[src/rtl/pipe_skid_buf.sv]
// Two-entry valid/ready skid buffer in front of the 62-bit pipeline register.
// in_ready and out_valid are decoded from state only, so the upstream ready
// path never sees the downstream out_ready combinationally.
module pipe_skid_buf #(
  parameter int unsigned WIDTH = 62
) (
  input  logic             clk,
  input  logic             rst_n,
  input  logic             flush,
  input  logic             in_valid,
  output logic             in_ready,
  input  logic [WIDTH-1:0] in_data,
  output logic             out_valid,
  input  logic             out_ready,
  output logic [WIDTH-1:0] out_data,
  output logic [1:0]       occupancy
);

  typedef enum logic [1:0] {
    EMPTY = 2'd0,
    BUSY  = 2'd1,
    FULL  = 2'd2
  } state_t;

  state_t           state_q, state_d;
  logic [WIDTH-1:0] main_q, main_d;
  logic [WIDTH-1:0] skid_q, skid_d;
  logic             accept;
  logic             pop;

  // Handshake qualifiers and register-only output decode.
  always_comb begin
    in_ready  = (state_q != FULL);
    out_valid = (state_q != EMPTY);
    out_data  = main_q;
    accept    = in_valid & in_ready;
    pop       = out_valid & out_ready;
    case (state_q)
      BUSY:    occupancy = 2'd1;
      FULL:    occupancy = 2'd2;
      default: occupancy = 2'd0;
    endcase
  end

  // Next-state and datapath selection; flush overrides any handshake.
  always_comb begin
    state_d = state_q;
    main_d  = main_q;
    skid_d  = skid_q;
    if (flush) begin
      state_d = EMPTY;
      main_d  = '0;
      skid_d  = '0;
    end else begin
      case (state_q)
        EMPTY: begin
          if (accept) begin
            state_d = BUSY;
            main_d  = in_data;
          end
        end
        BUSY: begin
          if (accept && !pop) begin
            state_d = FULL;
            skid_d  = in_data;
          end else if (accept && pop) begin
            main_d  = in_data;
          end else if (pop) begin
            state_d = EMPTY;
          end
        end
        FULL: begin
          // in_ready is low here, so only a pop can move the state.
          if (pop) begin
            state_d = BUSY;
            main_d  = skid_q;
          end
        end
        default: begin
          state_d = EMPTY;
          main_d  = '0;
          skid_d  = '0;
        end
      endcase
    end
  end

  // State and payload registers with asynchronous clear.
  always_ff @(posedge clk or negedge rst_n) begin
    if (!rst_n) begin
      state_q <= EMPTY;
      main_q  <= '0;
      skid_q  <= '0;
    end else begin
      state_q <= state_d;
      main_q  <= main_d;
      skid_q  <= skid_d;
    end
  end

endmodule

[config.mk]
export PLATFORM = sky130hd
export DESIGN_NAME = pipe_skid_buf
export DESIGN_NICKNAME = d
export VERILOG_FILES = /design/src/rtl/pipe_skid_buf.sv
export SDC_FILE = /design/constraint.sdc
export NUM_CORES = 1
export LEC_CHECK = 0
export BUFFER_PORTS_ARGS = -buffer_cell sky130_fd_sc_hd__buf_4
export CORE_ASPECT_RATIO = 1.2
export CORE_MARGIN = 8
export CORE_UTILIZATION = 60
export CTS_BUF_LIST = sky130_fd_sc_hd__clkbuf_8
export DETAILED_ROUTE_END_ITERATION = 16
export PLACE_DENSITY = 0.88
export SLEW_MARGIN = 25
export SYNTH_ARGS = -nofsm -noshare
export SYNTH_HDL_FRONTEND = slang
export SYNTH_SLANG_ARGS = --single-unit
[constraint.sdc]
create_clock -name clk -period 3.15 [get_ports clk]
set_input_delay 0.4725 -clock clk [delete_from_list [all_inputs] [get_ports clk]]
set_output_delay 0.4725 -clock clk [all_outputs]
set_load 0.005 [all_outputs]
==> metrics.cfg <==
[grt]
grt_max_degree = 70
grt.overflow.total = 0
grt_pass1_wl_mm = 22.6
antenna_found_initial = 0
track_usage = 0.222
grt_pass1_vias = 4521

[route]
vias_per_cell = 5.62
drc = 0
drt_wl_total_mm = 13.9
wl_per_cell_um = 18.6
initialDrtViolationCount = 236
num_vias = 4187
dr.pass1.iters = 4
drtAntennaViolNets = 0

[synthesis]
synth_edf_count = 0
synth_fp_nets = 558
synthTopCellsByArea = dfrtp_1 (56%), mux2i_1 (11%), a221o_1 (11%), and2_1 (6.9%), inv_1 (4.2%)
async_flop_share = 1.00
synth.most_common_cell = dfrtp_1
ys_types = 21
synthCells = 491
yosys-top-cells-count = dfrtp_1 (126), inv_1 (63), mux2i_1 (63), nand2_1 (63)
synth_ff_type = dfrtp_1
synth_area_sq_um = 5620
synth_top_cell_by_area = dfrtp_1
synth_top_area_frac = 0.561
avgSynthCellArea_sq_um = 11.4
yosysSeqAreaShare = 0.561
yosys_warnings = 0
synth.ff_latch_count = 126

[power]
powerDensity_nw_per_um2 = 524
finalPower_w = 0.00369
ir_worst_vdd_v = 0.000405
power.leakage_nw = 3.59

[floorplan]
core_area_sq_um = 9080
floorplan.initialDensity = 0.618
pin_count = 133
rows = 38
die_w_um = 104
fp.dieArea_sq_um = 12700
die_h_um = 122

[clock_network]
clock_sinks = 126
clock_latency_ns = 0.43
root_buffer = clkbuf_8
hold_buffers = 0
cts_tree = built
h-tree-depth = 4
max-clock-path-buffers = 2
ctsResizeCount = 0
clk_pin_slew_ns = 0.07
numCtsBuffers = 17
cts_setup_buffers = 0

[sta]
relSlewSlack = 0.419
fin_setup_tns_ns = 0
skew_ns = 0.00662
fin_crit_ns = 2.01
finalHoldViolCount = 0
fmax_mhz = 497
fin_hold_ws_ns = 0.157
worstMarginPinSlew_ns = 0.871
finalCritPeriodShare = 0.638
slew_violations = 0
setup_violations = 0
rsz0062_at_grt = no

[setup_path]
cp.arrival_ns = 2.35
reg2reg_to = skid_q[39]
path_delay_family = simple AND/OR/NAND/NOR gates
crit_buf_inv = 1
worstRegToRegCells = 4
critPathMaxStageDelay_ns = 0.58
path_cells = nor3b_4 > buf_4 > nand2_1 > mux2i_1
r2r_start = state_q[0]
critPathSlowestCell = buf_4
worstPathRequired_ns = 3.49
worstSetupPathType = reg2reg
start_kind = flip-flop
critPathCaptureType = flip-flop
path_max_fanout = 55
r2r_setup_slack_ns = 1.14

[run_status]
status = completed

[layout]
multi_input_area_sq_um = 2050
design_area_sq_um = 7050
area_growth_pct = 25.4
seqCellArea_sq_um = 3150
final_core_util = 0.776
drive_above_1_share = 0.278
fill_cells = 614
n_antenna_cell = 0
nets = 680

[placement]
post-dp-hpwl_mm = 8.95
portBuffers = 132
place_area_sq_um = 6640
gp_congestion = 0.751

[min_path]
hold_class = in2async

[flow_run]
drv_cap = 0

-- through the flow --
stage,std cells,worst slack [ns]
after floorplan,491,1.53
after global routing,745,1.03
after CTS,745,1.11
after global placement,714,1.06
after detailed placement,714,1.02
final,745,1.14
-- worst reg2reg max path, stage by stage (launching register included) --
cell and delay (ns):
dfrtp_1 0.54, nor3b_4 0.45, buf_4 0.58, nand2_1 0.16, mux2i_1 0.19
-- layer usage --
metal  vias to the layer above  share of wire  GRT usage
met5                         -              0          0
met4                         0          0.016     0.0934
met3                        16          0.053     0.0602
met2                       138           0.53      0.375
met1                      2123           0.40      0.264
li1                       1910              -          -
-- how the worst max path moves through the flow --
stage	slack (ns)	start	endpoint	depth (start not counted)
after floorplan	1.53	flush	out_data[0]	5
after global placement	1.06	flush	out_data[4]	4
after detailed placement	1.02	flush	out_data[49]	4
after CTS	1.11	state_q[0]	out_data[49]	3
after global routing	1.03	state_q[0]	skid_q[43]	4
final	1.14	state_q[0]	skid_q[39]	4
-- state kept, by name, summed over array words and instances (netlist names) --
name and flops:
skid_q 62, state_q 2, out_data 62
-- report_power, final --
part           leakage [nW]  internal [W]  switching (W)
registers              1.70       0.00172      0.0000679
logic                  1.67      0.000242       0.000240
clock network         0.220      0.000816       0.000605
total                  3.59       0.00278       0.000913
-- placed cells by master, fill, tap and decap left out, types with 3 or more instances in the layout --
master and instances:
a221o_1 62, mux2i_1 63, a21oi_1 3, buf_4 135
nand2_1 63, dfrtp_1 126, clkinv_2 4, inv_1 65
and2_1 62, clkbuf_8 23
-- cell families (layout without fill, tap and decap cells) --
family / after synthesis / after routing / synth area share
AND/OR/NAND/NOR: 136 / 136 / 0.127
flip-flops: 126 / 126 / 0.561
buffers and inverters: 97 / 231 / 0.0789
AO/OA/AOI/OAI: 69 / 69 / 0.121
multiplexers: 63 / 63 / 0.112
-- final cells by class --
type,count,area share
clock buffers,23,0.0449
clock inverters,8,0.0124
inverters,63,0.0336
multi-input cells,268,0.291
flip-flops and latches,126,0.448
well taps,120,0.0213
repair buffers,137,0.150
(Power assumes the default switching activity.)
